`config.mk`:
```
export PLATFORM = sky130hd
export DESIGN_NAME = pixel_write_arbiter_flat
export DESIGN_NICKNAME = d
export VERILOG_FILES = /design/src/rtl/pixel_write_arbiter_if.sv /design/src/rtl/pixel_write_arbiter.sv /design/src/flat_wrapper.sv
export SDC_FILE = /design/constraint.sdc
export NUM_CORES = 1
export LEC_CHECK = 0
export CORE_UTILIZATION = 26
export CTS_BUF_LIST = sky130_fd_sc_hd__clkbuf_4 sky130_fd_sc_hd__clkbuf_8 sky130_fd_sc_hd__clkbuf_16
export CTS_CLUSTER_SIZE = 12
export DETAILED_ROUTE_END_ITERATION = 8
export DONT_BUFFER_PORTS = 1
export GPL_ROUTABILITY_DRIVEN = 1
export PLACE_DENSITY = 0.43
export SYNTH_ARGS = -nofsm -noshare
export SYNTH_HDL_FRONTEND = slang
export SYNTH_SLANG_ARGS = --single-unit
```
`constraint.sdc`:
```
create_clock -name clk -period 4.27 [get_ports clk]
set_clock_uncertainty 0.1 [all_clocks]
set_input_delay 0.427 -clock clk [delete_from_list [all_inputs] [get_ports clk]]
set_output_delay 0.427 -clock clk [all_outputs]
set_load 0.005 [all_outputs]
```
`src/rtl/pixel_write_arbiter_if.sv`:
```
// Handshake bundle between the drawing engines, the pixel write arbiter and the
// SDRAM pixel-buffer Avalon slave. "master" is the arbiter side, "slave" the environment.
interface pixel_write_arbiter_if #(
  parameter int NUM_REQ = 4,
  parameter int ADDR_W  = 32,
  parameter int DATA_W  = 16
) ();
  localparam int GID_W = (NUM_REQ > 1) ? $clog2(NUM_REQ) : 1;

  logic [NUM_REQ-1:0]        req_valid;
  logic [NUM_REQ-1:0]        req_ready;
  logic [NUM_REQ*ADDR_W-1:0] req_addr;
  logic [NUM_REQ*DATA_W-1:0] req_data;
  logic [NUM_REQ-1:0]        req_lock;

  logic [ADDR_W-1:0]         avm_address;
  logic [DATA_W-1:0]         avm_writedata;
  logic                      avm_write;
  logic                      avm_waitrequest;

  logic [GID_W-1:0]          grant_id;
  logic                      busy;
  logic [31:0]               beat_count;

  modport master (
    input  req_valid, req_addr, req_data, req_lock, avm_waitrequest,
    output req_ready, avm_address, avm_writedata, avm_write, grant_id, busy, beat_count
  );

  modport slave (
    output req_valid, req_addr, req_data, req_lock, avm_waitrequest,
    input  req_ready, avm_address, avm_writedata, avm_write, grant_id, busy, beat_count
  );
endinterface

```
`src/rtl/pixel_write_arbiter.sv`:
```
// Round-robin arbiter serialising single-pixel engine writes onto one registered
// Avalon-MM write stream. Optional grant locking is built with PIXEL_ARB_LOCK_EN.
module pixel_write_arbiter #(
  parameter int NUM_REQ      = 4,
  parameter int ADDR_W       = 32,
  parameter int DATA_W       = 16,
  parameter int LOCK_TIMEOUT = 64
) (
  input  logic                 clk,
  input  logic                 reset,
  pixel_write_arbiter_if.master bus
);
  localparam int GID_W = (NUM_REQ > 1) ? $clog2(NUM_REQ) : 1;

  typedef enum logic {IDLE, ISSUE} state_e;

  state_e              state_q, state_d;
  logic [ADDR_W-1:0]   addr_q, addr_d;
  logic [DATA_W-1:0]   data_q, data_d;
  logic [GID_W-1:0]    grant_q, grant_d;
  logic [GID_W-1:0]    ptr_q, ptr_d;
  logic [31:0]         beat_count_q, beat_count_d;

  logic [GID_W-1:0]    cand;
  logic                cand_valid;
  logic                slot_free;
  logic                accept;

  function automatic logic [GID_W-1:0] next_idx(input logic [GID_W-1:0] i);
    return (int'(i) == NUM_REQ - 1) ? '0 : i + 1'b1;
  endfunction

`ifdef PIXEL_ARB_LOCK_EN
  localparam int LCNT_W = $clog2(LOCK_TIMEOUT + 1);

  logic                locked_q, locked_d;
  logic [GID_W-1:0]    owner_q, owner_d;
  logic [LCNT_W-1:0]   lock_cnt_q, lock_cnt_d;
`else
  logic unused_lock;
  localparam int unused_lock_timeout = LOCK_TIMEOUT;
  assign unused_lock = ^bus.req_lock;
`endif

  assign slot_free = (state_q == IDLE) || !bus.avm_waitrequest;
  assign accept    = cand_valid && slot_free;

  // Search downward so the index closest to ptr is the last, winning assignment.
  always_comb begin
    logic [GID_W-1:0] j;
    // NOTE: every combinational output gets a default first so no path infers a latch.
    cand       = '0;
    cand_valid = 1'b0;
    j          = '0;
    for (int k = NUM_REQ - 1; k >= 0; k--) begin
      j = GID_W'((int'(ptr_q) + k) % NUM_REQ);
      if (bus.req_valid[j]) begin
        cand       = j;
        cand_valid = 1'b1;
      end
    end
`ifdef PIXEL_ARB_LOCK_EN
    if (locked_q) begin
      cand       = owner_q;
      cand_valid = bus.req_valid[owner_q];
    end
`endif
  end

  always_comb begin
    bus.req_ready = '0;
    if (accept) bus.req_ready[cand] = 1'b1;
  end

  // FSM: state register / next state / outputs
  always_ff @(posedge clk or posedge reset) begin
    // NOTE: sequential state uses non-blocking assignments so all registers update together.
    if (reset) state_q <= IDLE;
    else       state_q <= state_d;
  end

  always_comb begin
    state_d = state_q;
    case (state_q)
      IDLE:    if (accept) state_d = ISSUE;
      ISSUE:   if (!bus.avm_waitrequest && !accept) state_d = IDLE;
      default: state_d = IDLE;
    endcase
  end

  always_comb begin
    bus.avm_write = 1'b0;
    bus.busy      = 1'b0;
    if (state_q == ISSUE) begin
      bus.avm_write = 1'b1;
      bus.busy      = 1'b1;
    end
  end

  always_comb begin
    addr_d       = addr_q;
    data_d       = data_q;
    grant_d      = grant_q;
    ptr_d        = ptr_q;
    beat_count_d = beat_count_q;
    if (state_q == ISSUE && !bus.avm_waitrequest) beat_count_d = beat_count_q + 32'd1;
    if (accept) begin
      addr_d  = bus.req_addr[cand*ADDR_W +: ADDR_W];
      data_d  = bus.req_data[cand*DATA_W +: DATA_W];
      grant_d = cand;
      ptr_d   = next_idx(cand);
    end
`ifdef PIXEL_ARB_LOCK_EN
    locked_d   = locked_q;
    owner_d    = owner_q;
    lock_cnt_d = lock_cnt_q;
    if (accept) begin
      locked_d   = bus.req_lock[cand];
      owner_d    = cand;
      lock_cnt_d = '0;
      // A held lock keeps ptr where it was; a releasing beat still advances it.
      if (locked_q && bus.req_lock[cand]) ptr_d = ptr_q;
    end else if (locked_q && slot_free && !bus.req_valid[owner_q]) begin
      if (lock_cnt_q == LCNT_W'(LOCK_TIMEOUT - 1)) begin
        locked_d   = 1'b0;
        lock_cnt_d = '0;
        ptr_d      = next_idx(owner_q);
      end else begin
        lock_cnt_d = lock_cnt_q + 1'b1;
      end
    end
`endif
  end

  always_ff @(posedge clk or posedge reset) begin
    if (reset) begin
      addr_q       <= '0;
      data_q       <= '0;
      grant_q      <= '0;
      ptr_q        <= '0;
      beat_count_q <= '0;
    end else begin
      addr_q       <= addr_d;
      data_q       <= data_d;
      grant_q      <= grant_d;
      ptr_q        <= ptr_d;
      beat_count_q <= beat_count_d;
    end
  end

`ifdef PIXEL_ARB_LOCK_EN
  always_ff @(posedge clk or posedge reset) begin
    if (reset) begin
      locked_q   <= 1'b0;
      owner_q    <= '0;
      lock_cnt_q <= '0;
    end else begin
      locked_q   <= locked_d;
      owner_q    <= owner_d;
      lock_cnt_q <= lock_cnt_d;
    end
  end
`endif

  assign bus.avm_address   = addr_q;
  assign bus.avm_writedata = data_q;
  assign bus.grant_id      = grant_q;
  assign bus.beat_count    = beat_count_q;
endmodule

```
`src/flat_wrapper.sv`:
```
// flat-port wrapper written by rule: the top's interface ports become plain ports
module pixel_write_arbiter_flat 
#(
  parameter int NUM_REQ      = 4,
  parameter int ADDR_W       = 32,
  parameter int DATA_W       = 16,
  parameter int LOCK_TIMEOUT = 64
)
  (clk, reset, bus_req_valid, bus_req_addr, bus_req_data, bus_req_lock, bus_avm_waitrequest, bus_req_ready, bus_avm_address, bus_avm_writedata, bus_avm_write, bus_grant_id, bus_busy, bus_beat_count);
  pixel_write_arbiter_if #(.NUM_REQ(NUM_REQ), .ADDR_W(ADDR_W), .DATA_W(DATA_W)) bus_i ();
  input  logic clk;
  input  logic reset;
  input wire logic [$bits(bus_i.req_valid)-1:0] bus_req_valid;
  input wire logic [$bits(bus_i.req_addr)-1:0] bus_req_addr;
  input wire logic [$bits(bus_i.req_data)-1:0] bus_req_data;
  input wire logic [$bits(bus_i.req_lock)-1:0] bus_req_lock;
  input wire logic [$bits(bus_i.avm_waitrequest)-1:0] bus_avm_waitrequest;
  output wire logic [$bits(bus_i.req_ready)-1:0] bus_req_ready;
  output wire logic [$bits(bus_i.avm_address)-1:0] bus_avm_address;
  output wire logic [$bits(bus_i.avm_writedata)-1:0] bus_avm_writedata;
  output wire logic [$bits(bus_i.avm_write)-1:0] bus_avm_write;
  output wire logic [$bits(bus_i.grant_id)-1:0] bus_grant_id;
  output wire logic [$bits(bus_i.busy)-1:0] bus_busy;
  output wire logic [$bits(bus_i.beat_count)-1:0] bus_beat_count;
  assign bus_i.req_valid = bus_req_valid;
  assign bus_i.req_addr = bus_req_addr;
  assign bus_i.req_data = bus_req_data;
  assign bus_i.req_lock = bus_req_lock;
  assign bus_i.avm_waitrequest = bus_avm_waitrequest;
  assign bus_req_ready = bus_i.req_ready;
  assign bus_avm_address = bus_i.avm_address;
  assign bus_avm_writedata = bus_i.avm_writedata;
  assign bus_avm_write = bus_i.avm_write;
  assign bus_grant_id = bus_i.grant_id;
  assign bus_busy = bus_i.busy;
  assign bus_beat_count = bus_i.beat_count;
  pixel_write_arbiter #(.NUM_REQ(NUM_REQ), .ADDR_W(ADDR_W), .DATA_W(DATA_W), .LOCK_TIMEOUT(LOCK_TIMEOUT)) u_core (.clk(clk), .reset(reset), .bus(bus_i));
endmodule
```
======== After elaboration in Yosys (flattened, before gate mapping) ========
Cells that the tools add are included.
storage, ports and cells
  flip-flop bits (word level) ............. 85
  input bits .............................. 203
  output and inout bits ................... 88
  word-level logic and storage cells ...... 52
operators by class
  $add $sub $neg .......................... 5
  order comparisons ....................... 6
  equal/unequal tests ..................... 1
  shifts and indexed selects .............. 2
  multiplexer cells ....................... 24
  bitwise operators ....................... 1
  reduce and logical (&&, ||, !) cells .... 7
operators by type and width
  cell                   count
  $shiftx 128x8->32      1
  $shiftx 64x7->16       1
  $add 32x1->32 const B  1
  $lt 2x3->1 const B     5
  $mux 1                 12
  $mux 2                 5
  $bmux 1 s2             4
  $add 2x1->2 const B    2
  $add 2x2->2 const B    2
  $logic_and 1x1->1      4
  $mux 4                 1
  $demux 1 s2            1
  $eq 2x1->1 const B     1
  $ge 2x1->1 const B     1
  $logic_not 1->1        2
  $pmux 1 s2             1
  $logic_or 1x1->1       1
  $not 1->1              1

======== Depth between registers and ports, before layout ========
  depth in word-level cells ............... 12
  mapped depth ............................ 8
  gate-level depth less buffers ........... 5

======== Worst setup path after synthesis ========
OpenSTA, ideal clock, no wires.
  path type ............................... in2out
  start ................................... input bus_req_valid[1]
  end ..................................... output bus_req_ready[0]
  arrival time ............................ 1.393 ns
  data required time ...................... 3.743 ns
  path slack .............................. 2.350 ns
  stages on the path ...................... 5
  path buffers ............................ 2
  cells stage by stage .................... nor4_1 -> a21o_1 -> buf_2 -> clkbuf_1 -> nor3_1
between the ends
  longest elaborated chain between the ends .. 11
  elaborated cells on any way between the ends .. 23
  those cells by class .................... order compare (2); mux (19); reduce/logical (2)
ends and longest elaborated chain
  element                                                         RTL line                   RTL
  start, declared                                                 flat_wrapper.sv:13         input wire logic [$bits(bus_i.req_valid)-1:0] bus_req_valid;
  $bmux 1 s2                                                      pixel_write_arbiter.sv:57  if (bus.req_valid[j]) begin
  $mux 1 (implied by the code)                                    pixel_write_arbiter.sv:57
  $mux 2 (4 in series)                                            pixel_write_arbiter.sv:57
  $lt 2x3->1 (implied by the code) or $ge 2x1->1 (tied branches)  pixel_write_arbiter.sv:72  if (accept) bus.req_ready[cand] = 1'b1;
  $logic_and 1x1->1 (implied by the code)                         pixel_write_arbiter.sv:72
  $mux 1 (implied by the code)                                    pixel_write_arbiter.sv:72
  $demux 1 s2                                                     n/a
  $mux 4 *                                                        pixel_write_arbiter.sv:72
  end, declared                                                   flat_wrapper.sv:18         output wire logic [$bits(bus_i.req_ready)-1:0] bus_req_ready;
Mark *: on every way between the ends. The rest lies on a longest branch, timed or not. The select of a mux whose other input is x is not followed.

======== Final worst setup path ========
  start ................................... register u_core.ptr_q[1]
  end ..................................... output bus_req_ready[3]
between the ends
  longest elaborated chain between the ends .. 12
  elaborated cells on any way between the ends .. 26
  those cells by class .................... add/sub (3); order compare (2); mux (19); reduce/logical (2)
ends and longest elaborated chain
  element                                                         RTL line                    RTL
  start, declared                                                 pixel_write_arbiter.sv:21   logic [GID_W-1:0] ptr_q, ptr_d;
  start signal, assigned                                          pixel_write_arbiter.sv:146  ptr_q <= ptr_d;
  $add 2x2->2                                                     pixel_write_arbiter.sv:56   j = GID_W'((int'(ptr_q) + k) % NUM_REQ);
  $bmux 1 s2                                                      pixel_write_arbiter.sv:57
  $mux 1 (implied by the code)                                    pixel_write_arbiter.sv:57
  $mux 2 (4 in series)                                            pixel_write_arbiter.sv:57
  $lt 2x3->1 (implied by the code) or $ge 2x1->1 (tied branches)  pixel_write_arbiter.sv:72
  $logic_and 1x1->1 (implied by the code)                         pixel_write_arbiter.sv:72
  $mux 1 (implied by the code)                                    pixel_write_arbiter.sv:72
  $demux 1 s2                                                     n/a
  $mux 4 *                                                        pixel_write_arbiter.sv:72
Marks and branches as above.

==> impl_metrics.yaml <==
final_layout:
  finalCoreUtilization: 0.293
  drive_above_1_share: 0.0816
  area_growth_pct: 9.11
  antenna_cells_inserted: 0
  final_cells: 792
  design.final.nets: 726
critical_path:
  rr_worst_depth: 6
  crit_required_ns: 3.74
  flop_to_flop_setup_slack_ns: 1.72
  endpoint_kind: "output pin"
  worst_ep_arrival_time_ns: 2.26
  crit_path_max_fanout: 33
  worst_setup_path_start_kind: "register"
  path_class: "register to output pin"
  r2r_start: "u_core.ptr_q[1]"
  reg2reg_to: "u_core.bus.avm_address[19]"
die:
  fp.dieArea_um2: 20800
  std_cell_rows: 51
  chipHeight_um: 144
  dieWidth_um: 144
  floorplan.initialDensity: 0.268
  core_um2: 19700
  design.portCount: 291
clock_network:
  cts.clk_slew.worst_paths_ns: 0.08
  clock_tree.htree_level_count: 3
  post_cts.repair.setup_buffers: 0
  count_of_instances_resized_after_the_clock_tree_is_built: 0
  tritoncts: "built"
  worst_skew_late_latency_ns: 0.35
  cts-buffers-inserted: 9
  clock_tree.root_cell: "clkbuf_16"
  ctsLongestPathBuffers: 2
  clock_sink_count: 85
  cts_hold_buf: 0
yosys:
  post_synth_inst_count: 556
  synthArstFlopShare: 1.00
  number_of_nets_produced_by_synthesis: 760
  synth-seq-cells: 85
  synth-seq-area-share: 0.404
  synth_ff_type: "dfrtp_1"
  synth.lib_cells_used.distinct: 40
  edff_count_synth: 0
  netlist_area_um2: 5270
  post_synth.cell_area_avg_um2: 9.48
  synth_warnings: 0
sta:
  timing_worst_slew_pin_value_ns: 1.12
  setup_tns_ns: 0
  rsz0062_at_grt: "no"
  layout_worst_path_cycle_share: 0.652
  period_needed_ns: 2.78
  hold_violations: 0
  maxClockFrequency_ghz: 0.359
  maxSlewViolCount: 0
  final-setup-viol-count: 0
  timing.slew.headroom: 0.252
power_and_ir_drop:
  static-leakage-power_nw: 2.41
  vdd_drop_max_v: 0.000154
  power_per_cell_area_nw_per_um2: 524
flow_run:
  drv.max_cap_violation_count: 0
global_route:
  grt_antenna_before_repair: 0
  pin_count_of_the_biggest_net_entering_global_routing: 61
  wire_length_of_the_first_global_routing_pass_um: 26500
  grt_overflow_total: 0
  grt_pass1_vias: 4491
  all_layer_gr_usage: 0.172
min_path:
  worstHoldPathType: "input pin to async pin"
run_status:
  status: "finished, final reports clean"
placement:
  placed_cells: 776
  dpl.hpwl_um: 12100
  gp_routability_congestion: 0.754
  numPortBuffers: 0
routing:
  drt-pass1-iter-count: 5
  drcViolationCount: 0
  route.final.wire_length_um: 18300
  wl_per_cell_um: 23.1
  post_drt_via_cell_ratio: 5.67
  drtAntennaViolNets: 0
  drt_iter0_markers: 202
  dr_total_vias: 4491
==> how the worst max path moves through the flow <==
stage,startpoint,end,slack [ns],depth (start not counted)
final,u_core.ptr_q[1],bus_req_ready[3],1.49,4
after global routing,u_core.ptr_q[1],bus_req_ready[1],1.30,4
after CTS,u_core.ptr_q[1],bus_req_ready[1],1.43,4
after detailed placement,u_core.ptr_q[1],u_core.bus.avm_address[29],1.67,6
after global placement,u_core.state_q,u_core.bus.beat_count[28],1.69,5
after floorplan,reset,u_core.bus.avm_address[0],1.55,1
==> metrics by stage <==
stage / hold WS, ns / power, mW / worst slack, ns / cell area (um^2)
floorplan: 0.365 / 1.96 / 1.55 / 5270
global placement: 0.383 / 2.22 / 1.69 / 5460
detailed placement: 0.388 / 2.24 / 1.67 / 5460
CTS: 0.0481 / 3.06 / 1.43 / 5750
global route: 0.0642 / 3.21 / 1.30 / 5750
finish: 0.00636 / 3.02 / 1.49 / 5750
==> area by class of cell <==
| cell class | count | area, um^2 |
|---|---|---|
| clock buffer | 11 | 253 |
| clock inverter | 5 | 42.5 |
| fill | 2109 | 13900 |
| inverter | 6 | 25.0 |
| multi-input combinational | 411 | 2910 |
| sequential | 85 | 2130 |
| tap | 265 | 332 |
| timing repair buffer | 9 | 67.6 |
==> critical path, cell delays in order, from the launching register on <==
cell	delay, ns
dfrtp_1	0.42
mux2i_1	0.34
or2_2	0.21
nand3_4	0.49
nor3_1	0.44
==> metal layers <==
layer  vias to the layer above  track usage  wire, um
li1                       2022            -         -
met1                      2202        0.203      7060
met2                       248        0.297      9200
met3                        19       0.0493      1780
met4                         0       0.0604       283
met5                         -            0         0
==> synthesized netlist by cell type, drive strengths merged (2+ instances only) <==
library cell | n | share of area
a211o | 2 | 0.0033
and2 | 2 | 0.0024
o21ai | 3 | 0.0028
xor2 | 10 | 0.017
or3 | 3 | 0.0036
mux2i | 49 | 0.093
nand2b | 6 | 0.0071
inv | 6 | 0.0043
o31ai | 46 | 0.066
buf | 23 | 0.027
nand3 | 12 | 0.011
a21o | 49 | 0.070
nand4 | 55 | 0.068
dfrtp | 85 | 0.40
o211ai | 47 | 0.067
nor4 | 3 | 0.0047
xnor2 | 22 | 0.037
nand2 | 63 | 0.045
nor2 | 13 | 0.0093
o311ai | 2 | 0.0033
and4 | 2 | 0.0033
and3 | 3 | 0.0036
nor2b | 3 | 0.0036
a21oi | 2 | 0.0019
clkbuf | 31 | 0.022
nor3 | 7 | 0.0085
==> state kept, by name, indices dropped and copies added, names as in the netlist <==
name / cells
u_core.ptr_q: 2
u_core.bus.avm_address: 32
u_core.bus.beat_count: 32
u_core.bus.avm_writedata: 16
u_core.bus.grant_id: 2
u_core.state_q: 1
==> placed cells by master (no fill, tap or decap), drive strengths merged <==
cell / count
a211o: 2
clkinv: 3
ha: 1
o21ai: 3
xnor2: 22
or2: 1
nand4: 55
and3: 3
o21bai: 1
o21ba: 1
o211a: 1
nand3: 12
clkbuf: 11
or4: 1
or3: 3
o311ai: 2
and4: 2
dfrtp: 85
nor3: 7
mux2i: 49
mux2: 1
nor2: 13
buf: 9
nor2b: 3
and2: 2
inv: 8
nand2: 63
a21oi: 2
o31ai: 46
nor4: 3
nand2b: 6
a21o: 49
xor2: 10
o211ai: 47
==> logic make-up (layout without fill, tap and decap cells) <==
| kind of cell | after synthesis | after routing | synth area share |
|---|---|---|---|
| buf+inv | 60 | 31 | 0.0532 |
| simple gates | 174 | 174 | 0.174 |
| xor+xnor | 32 | 32 | 0.0532 |
| flops | 85 | 85 | 0.404 |
| compound gates | 154 | 154 | 0.219 |
| mux | 50 | 50 | 0.0952 |
| fa+ha+maj | 1 | 1 | 0.00237 |
==> where the power goes <==
part           switching (mW)  total, mW  internal [mW]
Sequential              0.239       1.26           1.02
Clock                   0.365      0.799          0.435
Combinational           0.581      0.954          0.373
Total                    1.18       3.02           1.83
Power figures use the tool's default switching activity.
